[config.mk]
export PLATFORM = sky130hd
export DESIGN_NAME = phase_average
export DESIGN_NICKNAME = d
export VERILOG_FILES = /design/src/rtl/phase_pkg.sv /design/src/rtl/seq_div_s.sv /design/src/rtl/phase_average.sv
export SDC_FILE = /design/constraint.sdc
export NUM_CORES = 2
export LEC_CHECK = 0
export CAP_MARGIN = 40
export CORE_AREA = 2 2 278 280
export DETAILED_ROUTE_END_ITERATION = 12
export DIE_AREA = 0 0 280 282
export PLACE_DENSITY_LB_ADDON = 0.08
export SLEW_MARGIN = 15
export SYNTH_ARGS = -nofsm -noshare
export SYNTH_HDL_FRONTEND = slang
export SYNTH_SLANG_ARGS = --single-unit
[constraint.sdc]
create_clock -name clk -period 11.6 [get_ports clk]
set_input_delay 1.16 -clock clk [delete_from_list [all_inputs] [get_ports clk]]
set_output_delay 1.16 -clock clk [all_outputs]
set_load 0.03 [all_outputs]
[src/rtl/phase_pkg.sv]
// Shared types, constants and helpers for the phase_average block.
//   fp_t      : 32-bit signed fixed point, 8 fractional bits.
//   wrap_deg  : folds an angle difference into (-180, 180] degrees.
//   state_e   : phase_average FSM states.
package phase_pkg;

  typedef logic signed [31:0] fp_t;

  localparam int FP_FRAC_BITS = 8;
  localparam int DEG180_FP    = 180 << FP_FRAC_BITS;  // 46080
  localparam int DEG360_FP    = 360 << FP_FRAC_BITS;  // 92160

  typedef enum logic [1:0] {IDLE, COLLECT, DIV, WRAP} state_e;

  // Inputs are differences of two in-range angles, so one fold is enough.
  function automatic fp_t wrap_deg(input logic signed [33:0] x);
    logic signed [33:0] y;
    y = x;
    if (x > 34'(DEG180_FP)) begin
      y = x - 34'(DEG360_FP);
    end else if (x <= -34'(DEG180_FP)) begin
      y = x + 34'(DEG360_FP);
    end
    return y[31:0];
  endfunction

endpackage

[src/rtl/seq_div_s.sv]
// Signed restoring divider, truncating toward zero, fixed 32-cycle latency.
// Each cycle retires ceil(WIDTH/32) quotient bits so the latency does not
// depend on WIDTH.
//   clk, reset   : clock, synchronous active-high reset
//   i_start      : load operands and begin (single-cycle pulse)
//   i_dividend   : signed dividend
//   i_divisor    : signed divisor (non-zero)
//   o_quotient   : signed quotient, held until the next start
//   o_done       : one-cycle strobe, 32 cycles after i_start
module seq_div_s #(
  parameter int unsigned WIDTH = 32
) (
  input  logic             clk,
  input  logic             reset,
  input  logic             i_start,
  input  logic [WIDTH-1:0] i_dividend,
  input  logic [WIDTH-1:0] i_divisor,
  output logic [WIDTH-1:0] o_quotient,
  output logic             o_done
);

  localparam int unsigned STEPS = 32;
  localparam int unsigned BPC   = (WIDTH + STEPS - 1) / STEPS;
  localparam int unsigned PW    = STEPS * BPC;

  logic [WIDTH:0]   r_rem, w_rem;
  logic [PW-1:0]    r_quo, w_quo;
  logic [WIDTH-1:0] r_div, w_abs_a, w_abs_b;
  logic             r_neg, r_run, r_done;
  logic [4:0]       r_cnt;

  assign w_abs_a = i_dividend[WIDTH-1] ? -i_dividend : i_dividend;
  assign w_abs_b = i_divisor[WIDTH-1]  ? -i_divisor  : i_divisor;

  // r_quo doubles as the dividend shift register: bits leave at the top,
  // quotient bits enter at the bottom.
  always_comb begin
    w_rem = r_rem;
    w_quo = r_quo;
    for (int i = 0; i < int'(BPC); i++) begin
      w_rem = {w_rem[WIDTH-1:0], w_quo[PW-1]};
      w_quo = {w_quo[PW-2:0], 1'b0};
      if (w_rem >= {1'b0, r_div}) begin
        w_rem    = w_rem - {1'b0, r_div};
        w_quo[0] = 1'b1;
      end
    end
  end

  always_ff @(posedge clk) begin
    if (reset) begin
      r_rem  <= '0;
      r_quo  <= '0;
      r_div  <= '0;
      r_neg  <= 1'b0;
      r_run  <= 1'b0;
      r_done <= 1'b0;
      r_cnt  <= '0;
    end else begin
      r_done <= 1'b0;
      if (i_start) begin
        r_rem <= '0;
        r_quo <= PW'(w_abs_a);
        r_div <= w_abs_b;
        r_neg <= i_dividend[WIDTH-1] ^ i_divisor[WIDTH-1];
        r_cnt <= '0;
        r_run <= 1'b1;
      end else if (r_run) begin
        r_rem <= w_rem;
        r_quo <= w_quo;
        r_cnt <= r_cnt + 5'd1;
        if (r_cnt == 5'd31) begin
          r_run  <= 1'b0;
          r_done <= 1'b1;
        end
      end
    end
  end

  assign o_quotient = r_neg ? -r_quo[WIDTH-1:0] : r_quo[WIDTH-1:0];
  assign o_done     = r_done;

endmodule

[src/rtl/phase_average.sv]
// Averages the A-B phase difference and magnitude of the per-packet peak
// record over RUNS packets, with wrap-safe angle arithmetic.
// Optional feature macro: PHASE_AVG_SPREAD_EN adds source_spread
// (max(delta) - min(delta) over the runs).
//   clk, reset            : clock, synchronous active-high reset
//   sink_sop/eop/valid    : packet framing and record qualifier
//   sink_freq/mag         : peak record frequency and magnitude (FP)
//   sink_phaseA/phaseB    : phases of the two channels (FP deg)
//   source_valid          : one-cycle result strobe
//   source_freq/mag/phase : averaged result, held until next strobe
//   busy                  : high in DIV and WRAP
//   protocol_err, drop    : sticky error flags, cleared by reset only
module phase_average
  import phase_pkg::*;
#(
  parameter int unsigned RUNS      = 3,
  parameter int unsigned ACC_WIDTH = 32 + $clog2(RUNS) + 1
) (
  input  logic        clk,
  input  logic        reset,
  input  logic        sink_sop,
  input  logic        sink_eop,
  input  logic        sink_valid,
  input  logic [31:0] sink_freq,
  input  logic [31:0] sink_mag,
  input  logic [31:0] sink_phaseA,
  input  logic [31:0] sink_phaseB,
  output logic        source_valid,
  output logic [31:0] source_freq,
  output logic [31:0] source_mag,
  output logic [31:0] source_phase,
  output logic        busy,
  output logic        protocol_err,
  output logic        drop
`ifdef PHASE_AVG_SPREAD_EN
  ,
  output logic [31:0] source_spread
`endif
);

  typedef logic signed [ACC_WIDTH-1:0] acc_t;

  state_e     r_state, w_state_next;
  logic [7:0] r_run_cnt;
  fp_t        r_best_mag, r_best_freq, r_best_d, r_ref, r_last_freq;
  acc_t       r_acc_ph, r_acc_mag, w_acc_ph_new, w_acc_mag_new, w_q_ph, w_q_mag;
  logic       r_dropping, r_perr, r_drop, r_src_valid;
  fp_t        r_src_freq, r_src_mag, r_src_phase;
  fp_t        w_cur_mag, w_cur_freq, w_cur_d, w_rec_mag, w_rec_freq, w_rec_d;
  fp_t        w_delta, w_mag_sat;
  logic       w_capture, w_track, w_pkt_end, w_use_cur, w_perr, w_drop_hit;
  logic       w_drop_set, w_drop_clr, w_last_run, w_div_start, w_emit, w_busy;
  logic       w_done_ph, w_done_mag;

  assign w_cur_mag  = sink_mag;
  assign w_cur_freq = sink_freq;
  assign w_cur_d    = wrap_deg({{2{sink_phaseA[31]}}, sink_phaseA}
                             - {{2{sink_phaseB[31]}}, sink_phaseB});

  // The closing record of a packet is either the stored peak or, when it is
  // strictly larger (or opens the packet itself), the current one.
  assign w_rec_mag  = w_use_cur ? w_cur_mag  : r_best_mag;
  assign w_rec_freq = w_use_cur ? w_cur_freq : r_best_freq;
  assign w_rec_d    = w_use_cur ? w_cur_d    : r_best_d;

  // Deltas relative to the first run keep the sum free of 360-degree jumps.
  assign w_delta = (r_run_cnt == 8'd0) ? '0
                 : wrap_deg({{2{w_rec_d[31]}}, w_rec_d} - {{2{r_ref[31]}}, r_ref});

  assign w_acc_ph_new  = r_acc_ph  + ACC_WIDTH'(w_delta);
  assign w_acc_mag_new = r_acc_mag + ACC_WIDTH'(w_rec_mag);
  assign w_last_run    = (r_run_cnt == 8'(RUNS - 1));
  assign w_busy        = (r_state == DIV) || (r_state == WRAP);

  assign w_mag_sat = (w_q_mag[ACC_WIDTH-1:31] == '0 || w_q_mag[ACC_WIDTH-1:31] == '1)
                   ? w_q_mag[31:0]
                   : (w_q_mag[ACC_WIDTH-1] ? 32'h8000_0000 : 32'h7fff_ffff);

  seq_div_s #(.WIDTH(ACC_WIDTH)) u_div_ph (
    .clk        (clk),
    .reset      (reset),
    .i_start    (w_div_start),
    .i_dividend (w_acc_ph_new),
    .i_divisor  (ACC_WIDTH'(RUNS)),
    .o_quotient (w_q_ph),
    .o_done     (w_done_ph)
  );

  seq_div_s #(.WIDTH(ACC_WIDTH)) u_div_mag (
    .clk        (clk),
    .reset      (reset),
    .i_start    (w_div_start),
    .i_dividend (w_acc_mag_new),
    .i_divisor  (ACC_WIDTH'(RUNS)),
    .o_quotient (w_q_mag),
    .o_done     (w_done_mag)
  );

  always_ff @(posedge clk) begin
    if (reset) r_state <= IDLE;
    else       r_state <= w_state_next;
  end

  always_comb begin
    w_state_next = r_state;
    w_capture    = 1'b0;
    w_track      = 1'b0;
    w_pkt_end    = 1'b0;
    w_use_cur    = 1'b0;
    w_perr       = 1'b0;
    w_drop_hit   = 1'b0;
    w_drop_set   = 1'b0;
    w_drop_clr   = 1'b0;
    w_div_start  = 1'b0;
    w_emit       = 1'b0;
    unique case (r_state)
      IDLE: begin
        if (sink_valid && sink_sop) begin
          w_capture  = 1'b1;
          w_drop_clr = 1'b1;
          w_perr     = r_dropping;  // a dropped packet was still open
          if (sink_eop) begin
            w_pkt_end = 1'b1;
            w_use_cur = 1'b1;
          end else begin
            w_state_next = COLLECT;
          end
        end else if (sink_valid && sink_eop) begin
          if (r_dropping) w_drop_clr = 1'b1;
          else            w_perr     = 1'b1;
        end
      end
      COLLECT: begin
        if (sink_valid && sink_sop) begin
          w_capture = 1'b1;
          w_perr    = 1'b1;
          if (sink_eop) begin
            w_pkt_end = 1'b1;
            w_use_cur = 1'b1;
          end
        end else if (sink_valid && sink_eop) begin
          w_pkt_end = 1'b1;
          w_use_cur = w_cur_mag > r_best_mag;
        end else if (sink_valid) begin
          w_track = 1'b1;
        end
      end
      DIV: begin
        if (w_done_ph && w_done_mag) w_state_next = WRAP;
      end
      WRAP: begin
        w_emit       = 1'b1;
        w_state_next = IDLE;
      end
      default: w_state_next = IDLE;
    endcase
    // Packets arriving while busy are swallowed up to their eop.
    if (w_busy && sink_valid) begin
      if (sink_sop) begin
        w_drop_hit = 1'b1;
        if (sink_eop) w_drop_clr = 1'b1;
        else          w_drop_set = 1'b1;
      end else if (sink_eop) begin
        if (r_dropping) w_drop_clr = 1'b1;
        else            w_perr     = 1'b1;
      end
    end
    if (w_pkt_end) begin
      if (w_last_run) begin
        w_div_start  = 1'b1;
        w_state_next = DIV;
      end else begin
        w_state_next = IDLE;
      end
    end
  end

`ifdef PHASE_AVG_SPREAD_EN
  fp_t r_dmin, r_dmax, r_spread;

  always_ff @(posedge clk) begin
    if (reset) begin
      r_dmin   <= '0;
      r_dmax   <= '0;
      r_spread <= '0;
    end else begin
      if (w_pkt_end) begin
        if (r_run_cnt == 8'd0) begin
          r_dmin <= '0;
          r_dmax <= '0;
        end else begin
          if (w_delta < r_dmin) r_dmin <= w_delta;
          if (w_delta > r_dmax) r_dmax <= w_delta;
        end
      end
      if (w_emit) r_spread <= r_dmax - r_dmin;
    end
  end

  assign source_spread = r_spread;
`endif

  always_ff @(posedge clk) begin
    if (reset) begin
      r_run_cnt   <= '0;
      r_best_mag  <= '0;
      r_best_freq <= '0;
      r_best_d    <= '0;
      r_ref       <= '0;
      r_last_freq <= '0;
      r_acc_ph    <= '0;
      r_acc_mag   <= '0;
      r_dropping  <= 1'b0;
      r_perr      <= 1'b0;
      r_drop      <= 1'b0;
      r_src_valid <= 1'b0;
      r_src_freq  <= '0;
      r_src_mag   <= '0;
      r_src_phase <= '0;
    end else begin
      r_src_valid <= w_emit;
      // Strict compare: ties keep the earlier record.
      if (w_capture || (w_track && w_cur_mag > r_best_mag)) begin
        r_best_mag  <= w_cur_mag;
        r_best_freq <= w_cur_freq;
        r_best_d    <= w_cur_d;
      end
      if (w_perr)     r_perr <= 1'b1;
      if (w_drop_hit) r_drop <= 1'b1;
      if (w_drop_set)      r_dropping <= 1'b1;
      else if (w_drop_clr) r_dropping <= 1'b0;
      if (w_pkt_end) begin
        r_acc_ph    <= w_acc_ph_new;
        r_acc_mag   <= w_acc_mag_new;
        r_last_freq <= w_rec_freq;
        if (r_run_cnt == 8'd0) r_ref <= w_rec_d;
        if (!w_last_run)       r_run_cnt <= r_run_cnt + 8'd1;
      end
      if (w_emit) begin
        r_src_phase <= wrap_deg({{2{r_ref[31]}}, r_ref} + w_q_ph[33:0]);
        r_src_mag   <= w_mag_sat;
        r_src_freq  <= r_last_freq;
        r_run_cnt   <= '0;
        r_acc_ph    <= '0;
        r_acc_mag   <= '0;
      end
    end
  end

  assign source_valid = r_src_valid;
  assign source_freq  = r_src_freq;
  assign source_mag   = r_src_mag;
  assign source_phase = r_src_phase;
  assign busy         = w_busy;
  assign protocol_err = r_perr;
  assign drop         = r_drop;

endmodule
==> reports/metrics.yaml <==
yosys:
  synth_nets: 5992
  syn_inst: 5617
  synth_edf_count: 0
  ys_seq_area_share_pct: 26.3
  synth_top_area_share_pct: 26.3
  yosys.area.top_type: "dfxtp_1"
  ys.flop_type: "dfxtp_1"
  synth.area.top_cells: "dfxtp_1 26%, ha_1 6.9%, nand2_1 6.1%"
  ys_ff_latch: 555
  yosysUniqueCellTypes: 106
  ys_async_sr_fraction_pct: 0
  netlist_area_sq_um: 42300
  avgSynthCellArea_sq_um: 7.53
  yosysWarnings: 0
floorplan:
  num_rows: 101
  core-area_sq_um: 75700
  design.die.area_sq_um: 79000
  die_w_um: 280
  die_h_um: 282
  start_util_pct: 55.9
  ioPinCount: 233
clocking:
  clock_latency_ns: 0.63
  cts_htree_levels: 3
  cts_inserted_buffers: 67
  cts_sinks: 555
  tritoncts: "yes"
  clock_path_buffers: 3
  clk_pin_slew_ns: 0.06
  cts_root_buf: "clkbuf_16"
routing:
  via_per_inst: 6.06
  via_count: 43326
  firstDrtPassIters: 6
  totalWireLength_um: 128000
  drt_iter0_drc: 3351
  wl_per_cell_um: 17.9
  drc_errors: 0
  postRouteAntennaNets: 0
sta:
  setup_violations: 0
  timing.clock.skew_ns: 0.0343
  fin_ws_ns: 0.256
  fin_crit_sh_pct: 97.8
  period_needed_ns: 11.34
  tightest_slew_ns: 0.850
  slew_headroom_pct: 42.5
  max_freq_ghz: 0.0881
  hold_viol: 0
  fin_setup_tns_ns: 0
  drv_slew: 0
status:
  status: "finished, final reports clean"
worst_setup_path:
  worstSetupPathType: "in2reg"
  cpMaxStageDelayCell: "or4b_4"
  worstPathRequired_ns: 12.18
  slowest_delay_ns: 0.58
  path_common_cell: "nor4_4"
  worst_setup_path_start_kind: "input port"
  cp-end-kind: "flop"
  crit_fanout: 6
  cp.arrival_ns: 11.92
power:
  p_leak_nw: 20.8
  power_density_nw_per_um2: 191
  report.power.total_w: 0.00986
  peakVddDrop_v: 0.000171
grt:
  grt_max_degree: 76
  gr-total-overflow: 0
  antenna_found_initial: 6
  grtUsageTotal_pct: 31.3
  grt_first_pass_wirelength_um: 205000
  grt_pass1_vias: 40069
cells_and_area:
  drive_above_1_share_pct: 13.7
  final_util_pct: 68.3
  layout.nets: 6495
  finalNonFillerCells: 7150
  area_growth_pct: 22.3
placed_design:
  gp_congestion: 0.946
  dpl_worst_slack_ns: -0.654
  place_inst: 7006
  port-buffer-count: 232
  dp_hpwl_um: 96200
hold_path:
  min_path_type: "reg2reg"
flow_run:
  max_cap_violations: 0
==> worst max-delay path: cells and delay by family <==
| family | cells | cell delay, ns |
|---|---|---|
| xor gates and xnor gates | 4 | 0.63 |
| AOI/OAI and AO/OA | 13 | 2.77 |
| and+or+nand+nor | 18 | 4.70 |
| adders and majority gates | 4 | 1.17 |
| muxes | 1 | 0.32 |
| buffers and inverters | 6 | 1.15 |
==> cell families after synthesis <==
kind of cell | count (synthesis) | synth area share, %
flip-flops | 555 | 26.3
adder cells (fa/ha/maj) | 242 | 7.28
AND/OR/NAND/NOR | 2204 | 25.2
multiplexers | 251 | 6.02
buffers and inverters | 511 | 4.60
XOR/XNOR | 336 | 6.97
AO/OA/AOI/OAI | 1518 | 23.6
==> flip-flops by register name (all words and copies together) (netlist names), 32 cells and up <==
name / count
u_div_mag.r_rem: 35
r_acc_ph: 35
u_div_ph.r_quo: 64
u_div_mag.r_quo: 64
source_mag: 32
source_phase: 32
r_best_d: 32
r_last_freq: 32
r_best_mag: 32
source_freq: 32
r_acc_mag: 35
r_best_freq: 32
u_div_ph.r_rem: 35
r_ref: 32
==> layout make-up <==
type	instances	area [sq um]
clock inverter	19	269
antenna	3	7.51
multi-input combinational	4551	30000
timing repair buffer	755	6460
fill	6641	24000
sequential	555	11100
inverter	190	713
clock buffer	99	1950
tap	978	1220
==> placed cells by master, fill, tap and decap left out, drive strengths merged, types with 125 or more instances in the layout <==
cell type and count:
a21oi 400, buf 524, clkdlybuf4s50 231, dfxtp 555, ha 235, inv 190
mux2i 224, nand2 693, nand3 159, nor2 564, nor3 149, o21ai 327
xnor2 211, xor2 125
==> synth_stat cells (16+ instances only) <==
cell type,count
nand2_1,692
nor2_1,564
dfxtp_1,555
a21oi_1,398
o21ai_0,319
clkbuf_1,282
ha_1,235
mux2i_1,224
xnor2_1,210
inv_1,187
nand3_1,159
nor3_1,145
xor2_1,125
a211oi_1,111
a21o_1,95
or3_1,94
nand4_1,79
and3_1,69
o211ai_1,69
nor4_1,64
a31oi_1,63
o21a_1,58
and2_1,54
o31ai_1,48
or4_1,43
nand2b_1,39
a22o_1,36
or2_2,35
nor2b_1,32
o22ai_1,31
a211o_1,28
mux2_2,27
buf_1,24
o21bai_1,21
and4_1,19
nor3b_1,18
o2111ai_1,18
nand3b_1,17
o211a_1,16
o32ai_1,16
==> per-stage QoR <==
step | cell area [sq um] | hold WS, ns
2_1_floorplan | 42400 | 0.436
3_3_place_gp | 48500 | 0.437
3_5_place_dp | 48700 | 0.446
4_1_cts | 50900 | 0.454
5_1_grt | 51700 | 0.466
6_report | 51700 | 0.451
==> layer usage <==
metal	part of all wire, %	routed length [um]	track usage [%]	up-vias
met5	0	0	0	-
met4	3.3	4240	10.3	0
met3	5.5	6990	3.66	249
met2	47	60200	53.4	1203
met1	44	56800	41.0	20427
li1	-	-	-	21447
==> where the power goes <==
group / internal [W] / leakage, nW / switching (W)
registers: 0.00202 / 4.49 / 0.0000910
logic: 0.00256 / 15.3 / 0.00311
clock network: 0.00121 / 1.06 / 0.000885
==> what timing repair did <==
item	in CTS	in global routing
resized for setup	1	131
pin swaps	0	69
cloned	0	0
setup endpoints to repair	1	38
hold buffers	0	0
buffers inserted	0	20
==> worst paths after layout <==
check | endpoint | cells past startpoint | slack (ns) | start
max | u_div_ph.r_quo[32]$_SDFFE_PP0P_ | 46 | 0.26 | sink_phaseB[0]
min | r_best_freq[20]$_SDFFE_PP0P_ | 2 | 0.45 | r_best_freq[20]$_SDFFE_PP0P_
max reg2reg | u_div_ph.r_quo[32]$_SDFFE_PP0P_ | 40 | 1.78 | r_best_mag[31]$_SDFFE_PP0P_
min reg2reg | r_best_freq[20]$_SDFFE_PP0P_ | 2 | 0.45 | r_best_freq[20]$_SDFFE_PP0P_
(Power assumes the default switching activity.)
